<file path="config.mk">
export PLATFORM = sky130hd
export DESIGN_NAME = duck_game_ctrl
export DESIGN_NICKNAME = d
export VERILOG_FILES = /design/src/rtl/duck_game_pkg.sv /design/src/rtl/duck_hit_detect.sv /design/src/rtl/duck_game_ctrl.sv
export SDC_FILE = /design/constraint.sdc
export NUM_CORES = 1
export LEC_CHECK = 0
export CAP_MARGIN = 20
export CORE_AREA = 2 2 90 92
export DETAILED_ROUTE_END_ITERATION = 6
export DIE_AREA = 0 0 92 94
export PLACE_DENSITY = 0.86
export RECOVER_POWER = 100
export SLEW_MARGIN = 10
export SYNTH_ARGS = -nofsm -noshare
export SYNTH_HDL_FRONTEND = slang
export SYNTH_HIERARCHICAL = 1
export SYNTH_SLANG_ARGS = --single-unit
</file>
<file path="constraint.sdc">
create_clock -name clk -period 7.3 [get_ports clk]
set_input_delay 1.46 -clock clk [delete_from_list [all_inputs] [get_ports clk]]
set_output_delay 1.46 -clock clk [all_outputs]
set_load 0.02 [all_outputs]
</file>
<file path="src/rtl/duck_game_pkg.sv">
`default_nettype none
// ============================================================================
// Module  : duck_game_pkg
// Brief   : Shared types and geometry for the duck game engine.
// Revision: 1.0 - initial release
// ============================================================================
package duck_game_pkg;

    typedef enum logic [1:0] {
        FLY  = 2'd0,
        FALL = 2'd1,
        DONE = 2'd2
    } state_t;

    localparam int c_pos_w = 11;

    // Screen bounds for the duck's top-left corner
    localparam int c_bound_x_min = 10;
    localparam int c_bound_x_max = 1197;
    localparam int c_bound_y_min = 10;
    localparam int c_bound_y_max = 536;

    localparam int c_duck_w    = 71;
    localparam int c_duck_h    = 54;
    localparam int c_aim_off_x = 15;
    localparam int c_aim_off_y = 13;

endpackage
`default_nettype wire

</file>
<file path="src/rtl/duck_hit_detect.sv">
`default_nettype none
// ============================================================================
// Module  : duck_hit_detect
// Brief   : Combinational test of whether the aim centre lies strictly inside
//           the duck sprite box.
// Revision: 1.0 - initial release
// ============================================================================
module duck_hit_detect
    import duck_game_pkg::*;
(
    input  logic [c_pos_w-1:0] sniper_x,
    input  logic [c_pos_w-1:0] sniper_y,
    input  logic [c_pos_w-1:0] duck_x,
    input  logic [c_pos_w-1:0] duck_y,
    output logic               hit
);

    localparam logic [11:0] c_off_x = 12'(c_aim_off_x);
    localparam logic [11:0] c_off_y = 12'(c_aim_off_y);
    localparam logic [11:0] c_w     = 12'(c_duck_w);
    localparam logic [11:0] c_h     = 12'(c_duck_h);

    logic [11:0] w_cx;
    logic [11:0] w_cy;
    logic [11:0] w_x_lo;
    logic [11:0] w_y_lo;
    logic [11:0] w_x_hi;
    logic [11:0] w_y_hi;

    // One extra bit keeps every sum below 4096, so no comparison can wrap
    assign w_cx   = {1'b0, sniper_x} + c_off_x;
    assign w_cy   = {1'b0, sniper_y} + c_off_y;
    assign w_x_lo = {1'b0, duck_x};
    assign w_y_lo = {1'b0, duck_y};
    assign w_x_hi = w_x_lo + c_w;
    assign w_y_hi = w_y_lo + c_h;

    assign hit = (w_cx > w_x_lo) && (w_cx < w_x_hi) &&
                 (w_cy > w_y_lo) && (w_cy < w_y_hi);

endmodule
`default_nettype wire

</file>
<file path="src/rtl/duck_game_ctrl.sv">
`default_nettype none
// ============================================================================
// Module  : duck_game_ctrl
// Brief   : Per-frame game engine: duck flight, shots, hit/fall, win/lose.
//           Define DUCK_ESCAPE_EN to let the duck escape after ESCAPE_FRAMES.
// Revision: 1.0 - initial release
// ============================================================================
module duck_game_ctrl
    import duck_game_pkg::*;
#(
    parameter int X_MIN         = c_bound_x_min,
    parameter int X_MAX         = c_bound_x_max,
    parameter int Y_MIN         = c_bound_y_min,
    parameter int Y_MAX         = c_bound_y_max,
    parameter int START_X       = 300,
    parameter int START_Y       = 400,
    parameter int STEP_X        = 4,
    parameter int STEP_Y        = 3,
    parameter int FALL_STEP     = 6,
    parameter int ESCAPE_FRAMES = 600
)(
    input  logic               clk,
    input  logic               rst,
    input  logic               frame_tick,
    input  logic               shoot,
    input  logic               restart,
    input  logic [c_pos_w-1:0] sniper_x,
    input  logic [c_pos_w-1:0] sniper_y,
    output logic [c_pos_w-1:0] blkpos_x,
    output logic [c_pos_w-1:0] blkpos_y,
    output logic [1:0]         press_count,
    output logic               flag_shoot,
    output logic               flag
);

    localparam logic [11:0] c_x_min   = 12'(X_MIN);
    localparam logic [11:0] c_x_max   = 12'(X_MAX);
    localparam logic [11:0] c_y_min   = 12'(Y_MIN);
    localparam logic [11:0] c_y_max   = 12'(Y_MAX);
    localparam logic [11:0] c_step_x  = 12'(STEP_X);
    localparam logic [11:0] c_step_y  = 12'(STEP_Y);
    localparam logic [11:0] c_fall    = 12'(FALL_STEP);
    localparam logic [10:0] c_start_x = 11'(START_X);
    localparam logic [10:0] c_start_y = 11'(START_Y);

    state_t      r_state,      w_state_nxt;
    logic [10:0] r_x,          w_x_nxt;
    logic [10:0] r_y,          w_y_nxt;
    logic        r_dir_x,      w_dir_x_nxt;
    logic        r_dir_y,      w_dir_y_nxt;
    logic [1:0]  r_press,      w_press_nxt;
    logic        r_flag,       w_flag_nxt;
    logic        r_flag_shoot, w_flag_shoot_nxt;

    logic        w_hit;
    logic        w_escape;
    logic [11:0] w_x_ext;
    logic [11:0] w_y_ext;
    logic [11:0] w_fall_y;
    logic [10:0] w_fly_x;
    logic [10:0] w_fly_y;
    logic        w_fly_dir_x;
    logic        w_fly_dir_y;

    assign w_x_ext  = {1'b0, r_x};
    assign w_y_ext  = {1'b0, r_y};
    assign w_fall_y = w_y_ext + c_fall;

    duck_hit_detect u_hit_detect (
        .sniper_x (sniper_x),
        .sniper_y (sniper_y),
        .duck_x   (r_x),
        .duck_y   (r_y),
        .hit      (w_hit)
    );

`ifdef DUCK_ESCAPE_EN
    localparam int c_esc_w = (ESCAPE_FRAMES > 2) ? $clog2(ESCAPE_FRAMES) : 1;

    logic [c_esc_w-1:0] r_esc_cnt, w_esc_cnt_nxt;

    assign w_escape = frame_tick && (r_esc_cnt == c_esc_w'(ESCAPE_FRAMES - 1));
`else
    assign w_escape = 1'b0;
`endif

    // Dir bit 1 means increasing coordinate; a step past a bound clamps and reverses
    always_comb begin
        w_fly_x     = r_x;
        w_fly_y     = r_y;
        w_fly_dir_x = r_dir_x;
        w_fly_dir_y = r_dir_y;
        if (r_dir_x) begin
            if (w_x_ext + c_step_x > c_x_max) begin
                w_fly_x     = c_x_max[10:0];
                w_fly_dir_x = 1'b0;
            end else begin
                w_fly_x = 11'(w_x_ext + c_step_x);
            end
        end else begin
            if (w_x_ext < c_x_min + c_step_x) begin
                w_fly_x     = c_x_min[10:0];
                w_fly_dir_x = 1'b1;
            end else begin
                w_fly_x = 11'(w_x_ext - c_step_x);
            end
        end
        if (r_dir_y) begin
            if (w_y_ext + c_step_y > c_y_max) begin
                w_fly_y     = c_y_max[10:0];
                w_fly_dir_y = 1'b0;
            end else begin
                w_fly_y = 11'(w_y_ext + c_step_y);
            end
        end else begin
            if (w_y_ext < c_y_min + c_step_y) begin
                w_fly_y     = c_y_min[10:0];
                w_fly_dir_y = 1'b1;
            end else begin
                w_fly_y = 11'(w_y_ext - c_step_y);
            end
        end
    end

    always_comb begin
        w_state_nxt      = r_state;
        w_x_nxt          = r_x;
        w_y_nxt          = r_y;
        w_dir_x_nxt      = r_dir_x;
        w_dir_y_nxt      = r_dir_y;
        w_press_nxt      = r_press;
        w_flag_nxt       = r_flag;
        w_flag_shoot_nxt = r_flag_shoot;
`ifdef DUCK_ESCAPE_EN
        w_esc_cnt_nxt    = r_esc_cnt;
`endif
        case (r_state)
            FLY: begin
                if (shoot && r_press != 2'd3) begin
                    w_press_nxt = r_press + 2'd1;
                end
                // The shot sees the pre-move position; a hit freezes the duck in place
                if (shoot && w_hit) begin
                    w_state_nxt = FALL;
                    w_flag_nxt  = 1'b1;
                end else begin
                    if (frame_tick) begin
                        w_x_nxt     = w_fly_x;
                        w_y_nxt     = w_fly_y;
                        w_dir_x_nxt = w_fly_dir_x;
                        w_dir_y_nxt = w_fly_dir_y;
`ifdef DUCK_ESCAPE_EN
                        w_esc_cnt_nxt = r_esc_cnt + 1'b1;
`endif
                    end
                    if ((shoot && r_press == 2'd2) || w_escape) begin
                        w_state_nxt      = DONE;
                        w_press_nxt      = 2'd3;
                        w_flag_nxt       = 1'b0;
                        w_flag_shoot_nxt = 1'b0;
                    end
                end
            end
            FALL: begin
                if (frame_tick) begin
                    if (w_fall_y >= c_y_max) begin
                        w_y_nxt          = c_y_max[10:0];
                        w_state_nxt      = DONE;
                        w_press_nxt      = 2'd3;
                        w_flag_shoot_nxt = 1'b0;
                    end else begin
                        w_y_nxt = w_fall_y[10:0];
                    end
                end
            end
            DONE: begin
                if (restart) begin
                    w_state_nxt      = FLY;
                    w_x_nxt          = c_start_x;
                    w_y_nxt          = c_start_y;
                    w_dir_x_nxt      = 1'b1;
                    w_dir_y_nxt      = 1'b0;
                    w_press_nxt      = 2'd0;
                    w_flag_nxt       = 1'b0;
                    w_flag_shoot_nxt = 1'b1;
`ifdef DUCK_ESCAPE_EN
                    w_esc_cnt_nxt    = '0;
`endif
                end
            end
            default: begin
                w_state_nxt = FLY;
            end
        endcase
    end

    always_ff @(posedge clk) begin
        if (rst) begin
            r_state      <= FLY;
            r_x          <= c_start_x;
            r_y          <= c_start_y;
            r_dir_x      <= 1'b1;
            r_dir_y      <= 1'b0;
            r_press      <= 2'd0;
            r_flag       <= 1'b0;
            r_flag_shoot <= 1'b1;
`ifdef DUCK_ESCAPE_EN
            r_esc_cnt    <= '0;
`endif
        end else begin
            r_state      <= w_state_nxt;
            r_x          <= w_x_nxt;
            r_y          <= w_y_nxt;
            r_dir_x      <= w_dir_x_nxt;
            r_dir_y      <= w_dir_y_nxt;
            r_press      <= w_press_nxt;
            r_flag       <= w_flag_nxt;
            r_flag_shoot <= w_flag_shoot_nxt;
`ifdef DUCK_ESCAPE_EN
            r_esc_cnt    <= w_esc_cnt_nxt;
`endif
        end
    end

    assign blkpos_x    = r_x;
    assign blkpos_y    = r_y;
    assign press_count = r_press;
    assign flag_shoot  = r_flag_shoot;
    assign flag        = r_flag;

endmodule
`default_nettype wire

</file>
==> flow_summary_export.csv <==
group,metric,value,unit
status,status,"completed",
logic_synthesis,netlist_top_cells_area,"sky130_fd_sc_hd__ha_1 (17%), sky130_fd_sc_hd__dfxtp_1 (13%), sky130_fd_sc_hd__xnor2_1 (7.1%), sky130_fd_sc_hd__a21oi_1 (5.4%), sky130_fd_sc_hd__nand2_1 (3.9%)",
power_and_ir_drop,power.share.sequential,23.8,%
clocking,clock_insertion_delay_worst_skew,0.29,ns
logic_synthesis,yosys.area_share.adder,17.4,%
logic_synthesis,synthesis.area_per_instance,7.32,um^2
die,die-width,92,um
timing,worst_slew_pin_slew,0.871,ns
hold_path,timing.hold.worst.class,"flop to flop",
setup_path,worst_ep_required_time,7.50,ns
detailed_routing,route.detailed.vias_per_inst,6.55,
cells_and_area,fillCellCount,652,
power_and_ir_drop,peakVddDrop,0.222,mV
logic_synthesis,synth_cell_type_count,76,
logic_synthesis,synth.net_count,732,
logic_synthesis,synth_area,0.00468,mm^2
logic_synthesis,synth_area_leader_cell,"sky130_fd_sc_hd__ha_1",
logic_synthesis,synth_ff_type,"sky130_fd_sc_hd__dfxtp_1",
placed_design,placement.cell_area,0.00520,mm^2
logic_synthesis,synth_xor_xnor_area_share,8.97,%
detailed_routing,ant_nets,0,
logic_synthesis,share_of_the_yosys_chip_area_belonging_to_registers,12.8,%
setup_path,critical_path.endpoint_type,"flop",
clocking,ctsResizeCount,0,
setup_path,cp_cell_sequence,"dlygate4sd3_1 -> inv_1 -> ha_1 -> nand2b_1 -> o21a_1 -> nand2_1 -> xnor2_1 -> ha_1 -> a21oi_1 -> nand2_1 -> a2111oi_2 -> o21ai_0 -> nor4_1 -> nand3_1 -> nand4_1 -> buf_4 -> nor2_1 -> nand2_1 -> a21oi_1 -> and3_1 -> o31ai_1",
setup_path,timing.critical_path.slowest_stage_cell,"sky130_fd_sc_hd__nor4_1",
timing,final.min_clock_period,6.33,ns
clocking,cts_max_level,2,
setup_path,setup.worst_path.start_class,"primary input",
power_and_ir_drop,power.static_leakage,0.00208,uW
detailed_routing,drt_iter0_drc,540,
logic_synthesis,async_reset_ff_share,0,%
cells_and_area,layout.cells.non_filler,770,
logic_synthesis,synth_enable_flop_cells,0,
clocking,cts_hold_repair.buffers,0,
logic_synthesis,synth_simple_gate_area_share,25.1,%
timing,finalHoldViolations,0,
die,standard_cell_row_count,32,
power_and_ir_drop,power.density_cell_area,290,mW/mm^2
die,floorplan.die_area,0.00865,mm^2
timing,timing.clock.skew,0.00303,ns
logic_synthesis,synth-warning-count,6,
clocking,cts_max_path_buffers,2,
grt,grt_antenna_before_repair,0,
power_and_ir_drop,internal_power,716,uW
grt,grt_pass1_wl,22000,um
clocking,cts.reportedPaths.clkPinSlew,0.07,ns
setup_path,setup.worst_path.class,"primary input to flop",
detailed_routing,totalWireLength,13000,um
cells_and_area,drive_above_1_share,4.94,%
die,io-pin-count,53,
detailed_routing,drcViolationCount,0,
placed_design,post-place-cells,762,
power_and_ir_drop,clkPwrFrac,9.5,%
placed_design,port-buffer-count,52,
grt,via_count_of_the_first_global_routing_pass,4854,
clocking,cts-buffers-inserted,5,
logic_synthesis,main_combinational_cell_family_by_area_after_synthesis,"compound AO/OA/AOI/OAI gates",
logic_synthesis,synth.mux.area_fraction,0.534,%
logic_synthesis,syn-instance-count,640,
grt,grt_max_degree,30,
logic_synthesis,synth-compound-area-share,28.5,%
detailed_routing,drt_pre_antenna_iters,5,
setup_path,crit_path_top_cell_by_count,"sky130_fd_sc_hd__nand2_1",
die,core_area,0.00761,mm^2
power_and_ir_drop,switching_power,818,uW
clocking,cts_tree,"done",
clocking,clock_sink_count,30,
logic_synthesis,netlist.area_leader.share,17.4,%
power_and_ir_drop,total_power,1530,uW
placed_design,post-dp-hpwl,9620,um
cells_and_area,area_growth,12.8,%
run,maxCapViolations,0,
cells_and_area,nNetsFinal,759,
setup_path,critical_path.max_stage_delay,0.79,ns
cells_and_area,antennaDiodeCount,0,
timing,timing_max_transition_violations_final,0,
grt,grt.overflow.total,0,
die,die_h,94,um
logic_synthesis,synth.ff_latch_count,30,
detailed_routing,vias,5047,
placed_design,gp_congestion,0.997,
setup_path,worst-path-max-fanout,17,
die,initial_standard_cell_utilization_of_the_core,61.6,%
setup_path,critPathArrivalTime,6.54,ns
cells_and_area,postLayoutCellArea,0.00528,mm^2
timing,timing.setup.tns,0,ns
power_and_ir_drop,proportion_of_power_drawn_by_combinational_gates,66.7,%
timing,grt_setup_unrepaired,"false",
power_and_ir_drop,net_switching_fraction_of_the_power,53.3,%
timing,headroom_to_the_max_slew_limit,41.4,%
clocking,clock_root_buffer,"sky130_fd_sc_hd__clkbuf_8",
cells_and_area,utilization,69.4,%
clocking,post-cts-setup-buffers,0,
timing,period_share,86.8,%
timing,setup_viol,0,
timing,achievable-frequency,158,MHz
detailed_routing,route.detailed.wl_per_inst,16.9,um
grt,grt_util_all_layers,30.6,%
[power groups by stage]
stage | Clock [uW] | Combinational (uW) | Sequential (uW)
final | 146 | 1020 | 365
after global routing | 154 | 1140 | 378
after CTS | 146 | 1020 | 360
after detailed placement | 0 | 1020 | 363
after global placement | 0 | 979 | 359
after floorplan | 0 | 787 | 315
[layer usage]
metal,global-route usage [%],up-vias,wire (um),part of all wire (%)
met4,9.83,0,257,2.0
met5,0,-,0,0
met3,2.73,30,1030,7.9
li1,-,2434,-,-
met2,52.3,255,6040,46
met1,40.7,2328,5660,44
[logic make-up (layout without fill, tap and decap cells)]
family          Yosys count  count (layout)
flops                    30              30
xor+xnor                 48              48
fa+ha+maj                65              65
simple gates            228             228
buf+inv                  78             106
mux                       2               2
compound gates          189             189
[stage by stage]
| step | hold slack (ns) | setup WS, ns |
|---|---|---|
| 6_report | 0.535 | 0.967 |
| 2_1_floorplan | 0.502 | 2.62 |
| 3_3_place_gp | 0.496 | 1.39 |
| 4_1_cts | 0.537 | 1.45 |
| 3_5_place_dp | 0.518 | 1.18 |
| 5_1_grt | 0.571 | 0.546 |
[cells in the mapped netlist, types with 5 or more instances]
cell type                  count
sky130_fd_sc_hd__ha_1         65
sky130_fd_sc_hd__a21oi_1      51
sky130_fd_sc_hd__nand2_1      49
sky130_fd_sc_hd__nor2_1       45
sky130_fd_sc_hd__inv_1        43
sky130_fd_sc_hd__xnor2_1      38
sky130_fd_sc_hd__nand3_1      31
sky130_fd_sc_hd__dfxtp_1      30
sky130_fd_sc_hd__o21ai_0      30
sky130_fd_sc_hd__clkbuf_1     20
sky130_fd_sc_hd__nor3_1       20
sky130_fd_sc_hd__a211oi_1     12
sky130_fd_sc_hd__buf_2        12
sky130_fd_sc_hd__nand2b_1     12
sky130_fd_sc_hd__nand4_1      12
sky130_fd_sc_hd__xor2_1       10
sky130_fd_sc_hd__nor4_1        9
sky130_fd_sc_hd__a21o_1        8
sky130_fd_sc_hd__a31oi_1       8
sky130_fd_sc_hd__and3_1        8
sky130_fd_sc_hd__o31ai_1       7
sky130_fd_sc_hd__or3_1         7
sky130_fd_sc_hd__o211ai_1      6
sky130_fd_sc_hd__a221oi_1      5
[path summary, 6_finish.rpt]
check	from	endpoint	slack, ns	depth (start not counted)
worst min register to register	flag	flag	0.54	2
worst max register to register	blkpos_y[2]	blkpos_y[4]	1.81	20
worst max-delay path	sniper_x[0]	blkpos_y[4]	0.97	21
worst min-delay path	flag	flag	0.54	2
[cell type report]
class / instances / area, um^2 / area share (%)
Tap cell: 102 / 128 / 2.42
Timing Repair Buffer: 54 / 536 / 10.1
Clock buffer: 6 / 82.6 / 1.56
Multi-Input combinational cell: 532 / 3760 / 71.2
Inverter: 44 / 165 / 3.13
Clock inverter: 2 / 12.5 / 0.237
Sequential cell: 30 / 601 / 11.4
[worst max-delay path: cells and delay by family]
kind / cells / cell delay [ns]
buf+inv: 3 / 0.99
xor+xnor: 1 / 0.24
simple gates: 9 / 2.16
compound gates: 6 / 1.15
fa+ha+maj: 2 / 0.52
[registers in the layout (all words and copies together) (netlist names)]
register     cells
r_dir_x          1
blkpos_y        11
blkpos_x        11
flag_shoot       1
flag             1
r_state          2
press_count      2
r_dir_y          1
[layout by cell type, fill, tap and decap left out, types with 4 or more instances in the layout]
| cell type | count |
|---|---|
| sky130_fd_sc_hd__ha_1 | 65 |
| sky130_fd_sc_hd__a21oi_1 | 52 |
| sky130_fd_sc_hd__nand2_1 | 49 |
| sky130_fd_sc_hd__nor2_1 | 45 |
| sky130_fd_sc_hd__inv_1 | 43 |
| sky130_fd_sc_hd__xnor2_1 | 38 |
| sky130_fd_sc_hd__nand3_1 | 31 |
| sky130_fd_sc_hd__o21ai_0 | 31 |
| sky130_fd_sc_hd__dfxtp_1 | 30 |
| sky130_fd_sc_hd__dlygate4sd3_1 | 27 |
| sky130_fd_sc_hd__clkdlybuf4s50_1 | 25 |
| sky130_fd_sc_hd__nor3_1 | 20 |
| sky130_fd_sc_hd__nand4_1 | 12 |
| sky130_fd_sc_hd__nand2b_1 | 12 |
| sky130_fd_sc_hd__a211oi_1 | 12 |
| sky130_fd_sc_hd__nor4_1 | 10 |
| sky130_fd_sc_hd__xor2_1 | 10 |
| sky130_fd_sc_hd__a21o_1 | 8 |
| sky130_fd_sc_hd__a31oi_1 | 8 |
| sky130_fd_sc_hd__and3_1 | 8 |
| sky130_fd_sc_hd__or3_1 | 7 |
| sky130_fd_sc_hd__o31ai_1 | 7 |
| sky130_fd_sc_hd__o211ai_1 | 6 |
| sky130_fd_sc_hd__clkbuf_8 | 6 |
| sky130_fd_sc_hd__a221oi_1 | 5 |
| sky130_fd_sc_hd__nor2b_1 | 4 |
| sky130_fd_sc_hd__a21boi_0 | 4 |
| sky130_fd_sc_hd__o21bai_1 | 4 |
| sky130_fd_sc_hd__and4_1 | 4 |
| sky130_fd_sc_hd__and2_1 | 4 |
| sky130_fd_sc_hd__a311oi_1 | 4 |
(Power assumes the default switching activity.)
